File: src/rtl/iso14443a_frame_decode.sv
// Modified-Miller frame decoder: turns X/Y/Z/ERROR sequences into SOC/EOC, LSb-first bytes and error flags.
// Latency: every output is registered and appears one cycle after the causing sd_seq_valid strobe.
package ISO14443A_pkg;
    typedef enum logic [1:0] {X = 2'd0, Y = 2'd1, Z = 2'd2, ERROR = 2'd3} PCDBitSequence;
endpackage

module iso14443a_frame_decode
    import ISO14443A_pkg::*;
(
    input  logic          clk,
    input  logic          rst_n,
    input  PCDBitSequence sd_seq,
    input  logic          sd_seq_valid,
    output logic          soc,
    output logic          eoc,
    output logic [7:0]    data,
    output logic [2:0]    data_bits,
    output logic          data_valid,
    output logic          sequence_error,
    output logic          parity_error
);

    typedef enum logic [1:0] {S_IDLE, S_RX, S_ERR} state_t;

    state_t        state_q, state_d;
    PCDBitSequence last_seq_q, last_seq_d;
    logic          prev_bit_q, prev_bit_d;
    logic          pend_vld_q, pend_vld_d;
    logic          pend_bit_q, pend_bit_d;
    logic [3:0]    cnt_q, cnt_d;
    logic [7:0]    sr_q, sr_d;
    logic          par_q, par_d;
    logic          byte_seen_q, byte_seen_d;
    logic          soc_q, soc_d;
    logic          eoc_q, eoc_d;
    logic [7:0]    data_q, data_d;
    logic [2:0]    data_bits_q, data_bits_d;
    logic          data_valid_q, data_valid_d;
    logic          seq_err_q, seq_err_d;
    logic          par_err_q, par_err_d;

    logic          is_bit, is_eoc, is_err, dec_bit;

    // Classify the incoming sequence against the previous decoded value (SOC acts as a 0).
    always_comb begin
        is_bit  = 1'b0;
        is_eoc  = 1'b0;
        is_err  = 1'b0;
        dec_bit = 1'b0;
        case (sd_seq)
            X:       begin is_bit = 1'b1; dec_bit = 1'b1; end
            Y:       begin if (prev_bit_q) is_bit = 1'b1; else is_eoc = 1'b1; end
            Z:       begin if (prev_bit_q) is_err = 1'b1; else is_bit = 1'b1; end
            default: is_err = 1'b1;
        endcase
    end

    always_comb begin
        state_d      = state_q;
        last_seq_d   = last_seq_q;
        prev_bit_d   = prev_bit_q;
        pend_vld_d   = pend_vld_q;
        pend_bit_d   = pend_bit_q;
        cnt_d        = cnt_q;
        sr_d         = sr_q;
        par_d        = par_q;
        byte_seen_d  = byte_seen_q;
        soc_d        = 1'b0;
        eoc_d        = 1'b0;
        data_d       = data_q;
        data_bits_d  = data_bits_q;
        data_valid_d = 1'b0;
        seq_err_d    = 1'b0;
        par_err_d    = 1'b0;

        case (state_q)
            S_IDLE: begin
                if (sd_seq_valid && sd_seq == Z) begin
                    soc_d       = 1'b1;
                    state_d     = S_RX;
                    prev_bit_d  = 1'b0;
                    pend_vld_d  = 1'b0;
                    cnt_d       = 4'd0;
                    sr_d        = 8'd0;
                    par_d       = 1'b0;
                    byte_seen_d = 1'b0;
                end
            end
            S_RX: begin
                if (sd_seq_valid) begin
                    last_seq_d = sd_seq;
                    if (is_err) begin
                        seq_err_d = 1'b1;
                        state_d   = S_ERR;
                    end else if (is_eoc) begin
                        // The pending bit is the 0 that belongs to the EOC pattern; it is dropped.
                        eoc_d       = 1'b1;
                        state_d     = S_IDLE;
                        data_bits_d = 3'd0;
                        if (cnt_q == 4'd0) begin
                            seq_err_d = ~byte_seen_q;
                        end else if (cnt_q == 4'd8) begin
                            par_err_d = 1'b1;
                        end else begin
                            data_valid_d = 1'b1;
                            data_d       = sr_q;
                            data_bits_d  = cnt_q[2:0];
                        end
                    end else if (is_bit) begin
                        pend_bit_d = dec_bit;
                        pend_vld_d = 1'b1;
                        prev_bit_d = dec_bit;
                        if (pend_vld_q) begin
                            if (cnt_q == 4'd8) begin
                                if (par_q ^ pend_bit_q) begin
                                    data_valid_d = 1'b1;
                                    data_d       = sr_q;
                                    data_bits_d  = 3'd0;
                                    cnt_d        = 4'd0;
                                    sr_d         = 8'd0;
                                    par_d        = 1'b0;
                                    byte_seen_d  = 1'b1;
                                end else begin
                                    par_err_d = 1'b1;
                                    state_d   = S_ERR;
                                end
                            end else begin
                                sr_d[cnt_q[2:0]] = pend_bit_q;
                                par_d            = par_q ^ pend_bit_q;
                                cnt_d            = cnt_q + 4'd1;
                            end
                        end
                    end
                end
            end
            S_ERR: begin
                if (sd_seq_valid) begin
                    last_seq_d = sd_seq;
                    if (sd_seq == Y && (last_seq_q == Y || last_seq_q == Z)) begin
                        eoc_d       = 1'b1;
                        data_bits_d = 3'd0;
                        state_d     = S_IDLE;
                    end
                end
            end
            default: state_d = S_IDLE;
        endcase
    end

    always_ff @(posedge clk or negedge rst_n) begin
        if (!rst_n) begin
            state_q      <= S_IDLE;
            last_seq_q   <= X;
            prev_bit_q   <= 1'b0;
            pend_vld_q   <= 1'b0;
            pend_bit_q   <= 1'b0;
            cnt_q        <= 4'd0;
            sr_q         <= 8'd0;
            par_q        <= 1'b0;
            byte_seen_q  <= 1'b0;
            soc_q        <= 1'b0;
            eoc_q        <= 1'b0;
            data_q       <= 8'd0;
            data_bits_q  <= 3'd0;
            data_valid_q <= 1'b0;
            seq_err_q    <= 1'b0;
            par_err_q    <= 1'b0;
        end else begin
            state_q      <= state_d;
            last_seq_q   <= last_seq_d;
            prev_bit_q   <= prev_bit_d;
            pend_vld_q   <= pend_vld_d;
            pend_bit_q   <= pend_bit_d;
            cnt_q        <= cnt_d;
            sr_q         <= sr_d;
            par_q        <= par_d;
            byte_seen_q  <= byte_seen_d;
            soc_q        <= soc_d;
            eoc_q        <= eoc_d;
            data_q       <= data_d;
            data_bits_q  <= data_bits_d;
            data_valid_q <= data_valid_d;
            seq_err_q    <= seq_err_d;
            par_err_q    <= par_err_d;
        end
    end

    assign soc            = soc_q;
    assign eoc            = eoc_q;
    assign data           = data_q;
    assign data_bits      = data_bits_q;
    assign data_valid     = data_valid_q;
    assign sequence_error = seq_err_q;
    assign parity_error   = par_err_q;

endmodule

File: config.mk
export PLATFORM = sky130hd
export DESIGN_NAME = iso14443a_frame_decode
export DESIGN_NICKNAME = d
export VERILOG_FILES = /design/src/rtl/iso14443a_frame_decode.sv
export SDC_FILE = /design/constraint.sdc
export NUM_CORES = 1
export LEC_CHECK = 0
export ABC_AREA = 1
export BUFFER_PORTS_ARGS = -buffer_cell sky130_fd_sc_hd__buf_2
export CAP_MARGIN = 20
export CORE_AREA = 8 8 70 72
export DETAILED_ROUTE_END_ITERATION = 6
export DIE_AREA = 0 0 78 80
export GPL_ROUTABILITY_DRIVEN = 0
export MAX_ROUTING_LAYER = met4
export PLACE_DENSITY_LB_ADDON = 0.1
export SLEW_MARGIN = 10
export SYNTH_ARGS = -nofsm -noshare
export SYNTH_HDL_FRONTEND = slang
export SYNTH_SLANG_ARGS = --single-unit
File: constraint.sdc
create_clock -name clk -period 1.85 [get_ports clk]
set_input_delay 0.185 -clock clk [delete_from_list [all_inputs] [get_ports clk]]
set_output_delay 0.185 -clock clk [all_outputs]
set_load 0.03 [all_outputs]
; ---- Word level (Yosys, flattened, before mapping)
; Index checks and enable logic that the tools add are counted.
[classes]
addsub = 1
n_lt_le_gt_ge = 2
n_eq_ne = 28
n_mux = 117
n_bitwise = 4
n_reduce_logical = 23
[ops]
columns = op, n
row1 = $mux W8, 15
row2 = $mux W1, 60
row3 = $mux W3, 11
row4 = $mux W4, 8
row5 = $reduce_and A9 Y1, 3
row6 = $ne A2 B2 Y1 const B, 12
row7 = $mux W2, 10
row8 = $ne A4 B4 Y1 const B, 4
row9 = $pmux W8 S2, 1
row10 = $reduce_and A8 Y1, 2
row11 = $ne A3 B3 Y1 const B, 5
row12 = $pmux W1 S2, 6
row13 = $reduce_bool A2 Y1, 6
row14 = $bwmux W8, 1
row15 = $pmux W4 S2, 1
row16 = $eq A2 B1 Y1 const B, 3
row17 = $eq A2 B2 Y1 const B, 3
row18 = $pmux W2 S3, 1
row19 = $pmux W3 S2, 1
row20 = $reduce_and A6 Y1, 1
row21 = $reduce_and A5 Y1, 1
row22 = $add A4 B1 Y4 const B, 1
row23 = $eq A4 B4 Y1 const B, 1
row24 = $logic_not A2 Y1, 2
row25 = other kinds (11), 16
[totals]
register_bits = 37
inputBits = 5
output_inout_bits = 16
elab_cells = 191

; ---- Logic depth before layout (Yosys ltp)
[logic_depth]
word_depth = 12
depth_mapped = 12
ltp_nobuf = 12

; ---- Worst setup path before layout
; No wires, ideal clock.
[synth_path]
kind = reg-to-reg
start = register cnt_q[0]
end = register sr_q[2]
setup_ns = 0.117
arrival_time_ns = 1.494
t_required_ns = 1.733
setup_slack_ns = 0.239
stages_incl_launch_ff = 13
path_buffers = 1
synth_period_minus_slack_ns = 1.611
path_cell_list = dfrtp_1 -> inv_1 -> ha_1 -> inv_2 -> nor2_4 -> nand2_2 -> nand2_1 -> inv_2 -> buf_6 -> nand2_1 -> nand3_2 -> nand2_1 -> nand2_1
[synth_between]
elab_chain_len = 12
word_cells_on_any_way = 16
cone_classes = order compare (2) / eq/ne (2) / mux (10) / reduce/logical (2)
[synth_rtl]
columns = element, line
row1 = from (decl), 30  ; logic [3:0] cnt_q, cnt_d;
row2 = from (signal assigned), 174  ; cnt_q <= cnt_d;
row3 = $lt A3 B4 Y1 (not written as such) / $ge A3 B1 Y1 (equally long branches), 128  ; sr_d[cnt_q[2:0]] = pend_bit_q;
row4 = $logic_and A1 B1 Y1 (not written as such), 128
row5 = $mux W1 (not written as such), 128
row6 = $demux W1 S3, 128
row7 = $bwmux W8, 128
row8 = $mux W8, 114  ; if (cnt_q == 4'd8) begin
row9 = $mux W8, 113  ; if (pend_vld_q) begin
row10 = $mux W8, 109  ; end else if (is_bit) begin
row11 = $mux W8, 95  ; end else if (is_eoc) begin
row12 = $mux W8, 92  ; if (is_err) begin
row13 = $mux W8, 90  ; if (sd_seq_valid) begin
row14 = $pmux W8 S2, 76  ; case (state_q)
row15 = to (signal assigned), 175  ; sr_q <= sr_d;
row16 = to (decl), 31  ; logic [7:0] sr_q, sr_d;
; Several ways; a longest one is shown, not always the timed one. The select of a mux whose other input is x is not followed.
; A chain may end at the register's enable or synchronous reset.

; ---- Final worst setup path
[layout_path]
start = register cnt_q[1]
end = register data_q[1], in the netlist data[1]
[layout_between]
elab_chain_len = 3
word_cells_on_any_way = 6
cone_classes = eq/ne (3) / reduce/logical (3)
[layout_rtl]
columns = element, line
row1 = $eq A4 B4 Y1 / $logic_not A4 Y1 (equally long branches), "102, 114, 100"
row2 = $ne A2 B2 Y1 (no source line) / $reduce_bool A2 Y1 (equally long branches), -
row3 = $reduce_and A9 Y1 (no source line) (*), -
row4 = to (signal assigned), 180  ; data_q <= data_d;
row5 = to (decl), 36  ; logic [7:0] data_q, data_d;
; Every way passes the cells marked *; elsewhere a longest branch is shown, timed or not.

==> qor.txt <==
Tmin final - 1.72 ns
Synth-to-Final Area Change - 14.0%
Pins Over Slew Limit - 0
slowest stage cell, crit path - dfrtp_2
slew of the pin with the lowest slew margin - 0.573 ns
core footprint - 3860 µm²
Die Y - 80 µm
CP Class - register to register
crit path launch type - register
H-tree depth - 2
DRC - 0
I/O pin cnt - 21
Clock Tree Root - clkbuf_8
first-pass GRT wire length - 7850 µm
met2 WL - 1880 µm
Arr. time, crit path - 1.94 ns
TNS Setup - 0 ns
Buffers on Ports - 20
Post-Route M1 WL - 2240 µm
first drt pass iteration count - 4
drt total wl - 4420 µm
met3 wire len - 233 µm
Total GRT Usage - 15.8%
cell row count - 23
via count - 1,755
Max-slew headroom - 61.8%
Fmax - 0.582 GHz
syn avg cell area - 7.82 µm²
final hold viol count - 0
Area contributors post-synth - dfrtp_1 (44%), nand2_1 (17%), nand3_1 (7.4%), nand4_1 (3.9%), inv_1 (3.2%)
Clock Tree Buf Depth - 2
CP Capture Type - register
RSZ-0062 raised after global routing - true
Starting DRT DRC Count - 96
vias in the first global route - 1,683
status - finished, final reports clean
fin nets - 307
Syn Nets - 279
Post-synth top cells - nand2_1 (96), dfrtp_1 (37), nand3_1 (31), inv_1 (18), nor2_1 (16)
hold crit path type - input pin to register
EDFF count, synth - 0
CP Data Required Time - 2.07 ns
Primary FF master, synth - dfrtp_1
# diodes - 0
CP Cell Sequence - inv_4, ha_2, inv_2, nor2_4, nand2_2, nor2_4, nand2_1, nand2_2, nand2_4, inv_4, nand2_1, nand2_1
layout cell share with drive strength beyond 1 - 22.1%
synthesized instance count - 269
worst skew pair latency - 0.29 ns
max_cap viols - 0
largest net degree at the start of global routing - 27
CTS buffer count - 5
Leak - 1.28 nW
pwr/cell area - 1460 nW/µm²
largest area contributor in the netlist - dfrtp_1
drt via density - 5.04
Final Cycle Share - 92.9%
Design Area, Final - 2400 µm²
initial antenna violation count - 0
Final Skew - 0.00432 ns
uppermost layer routed - met4
# fillers - 359
number of post-CTS setup repair buffers - 0
max incr delay on CP - 0.47 ns
Post-DP Area - 2260 µm²
Post-DP HPWL - 3290 µm
Post-synth ARST share - 100%
drt wl/cell - 12.7 µm
Clock transition at path regs - 0.08 ns
CP max FO - 9
placed cell count - 339
grt ovf - 0
Die Wd - 78 µm
sequential-to-total area share from yosys stat - 44.0%
YS warnings - 0
CTS Sinks - 37
die area - 6240 µm²
final cell count without fillers - 348
count leader, synth - nand2_1
Yosys reg bits - 37
antenna viol nets, final - 0
CP most frequent cell - nand2_1
CTS tree - done
synthesized area - 2100 µm²
Final setup violation count - 0
Initial Utilization - 54.5%
Max IR drop VDD - 0.000881 V
Synth cell types - 26
top-area cell type share of the netlist area - 44.0%
-- critical path: cells and delay by family (launching register included) --
| kind | cells | cell delay [ns] |
|---|---|---|
| simple gates | 8 | 0.75 |
| flops | 1 | 0.47 |
| fa+ha+maj | 1 | 0.20 |
| buf+inv | 3 | 0.26 |
-- logic make-up after synthesis --
kind of cell,count (synthesis),share of synthesized area (%)
adders and majority gates,5,2.97
AOI/OAI and AO/OA,16,4.05
xor gates and xnor gates,1,0.416
and+or+nand+nor,177,40.0
buffers and inverters,33,8.57
DFF,37,44.0
-- placed cells by master, fill, tap and decap left out, types with 4 or more instances in the layout --
cell,instances
buf_2,20
buf_4,6
clkbuf_8,6
dfrtp_1,36
inv_1,17
inv_2,6
nand2_1,95
nand2_2,6
nand3_1,31
nand3_2,4
nand4_1,13
nor2_1,16
o21ai_0,7
o21ai_1,4
-- metal layers --
| layer | vias up | track usage, % |
|---|---|---|
| met2 | 33 | 22.0 |
| li1 | 921 | - |
| met1 | 794 | 21.4 |
| met3 | 7 | 4.62 |
| met4 | 0 | 5.56 |
| met5 | - | - |
-- power by group --
group          internal [mW]  total, mW  switching, mW
registers              0.977       1.09          0.112
clock network          0.438      0.728          0.290
logic                  0.541       1.67           1.13
total                   1.96       3.49           1.53
-- path summary, 6_finish.rpt --
kind	from	end	slack [ns]	depth (start not counted)
min	sd_seq_valid	soc	0.22	3
max reg2reg	cnt_q[1]	data[1]	0.13	12
min in group asynchronous	rst_n	pend_vld_q	0.42	2
max	cnt_q[1]	data[1]	0.13	12
max in group asynchronous	rst_n	data_valid	0.91	3
min reg2reg	data_bits[0]	data_bits[0]	0.47	2
-- per-stage QoR --
stage | utilization [%] | hold WS [ns] | setup WS, ns | power, mW
after floorplan | - | -0.111 | 0.239 | 2.42
after global placement | 58.5 | 0.218 | 0.0240 | 2.73
after detailed placement | 58.5 | 0.223 | 0.0127 | 2.75
after CTS | 61.9 | 0.217 | 0.0534 | 3.50
after global routing | 62.2 | 0.242 | -0.0206 | 3.78
final | 62.2 | 0.224 | 0.131 | 3.49
-- flip-flops by register name, indices dropped and copies added (netlist names) --
signal	flops
state_q	2
data_bits	3
eoc	1
prev_bit_q	1
sequence_error	1
data	8
byte_seen_q	1
parity_error	1
data_valid	1
sr_q	8
last_seq_q	2
pend_bit_q	1
cnt_q	4
pend_vld_q	1
par_q	1
soc	1
-- layout make-up --
type | instances | area [µm²] | area share (%)
clock buffers | 6 | 82.6 | 3.44
clock inverters | 2 | 37.5 | 1.57
inverters | 26 | 108 | 4.49
multi-input cells | 199 | 1000 | 41.9
flip-flops and latches | 37 | 927 | 38.7
well taps | 50 | 62.6 | 2.61
repair buffers | 28 | 175 | 7.31
-- what timing repair did --
item                                    in CTS  in global routing
hold buffers                                 1                  0
cloned                                       0                  0
gates resized for setup                      1                  5
endpoints found under the hold margin       24                  0
endpoints found under the setup margin      12                 24
Note: power is estimated with default switching activity, not from simulation.
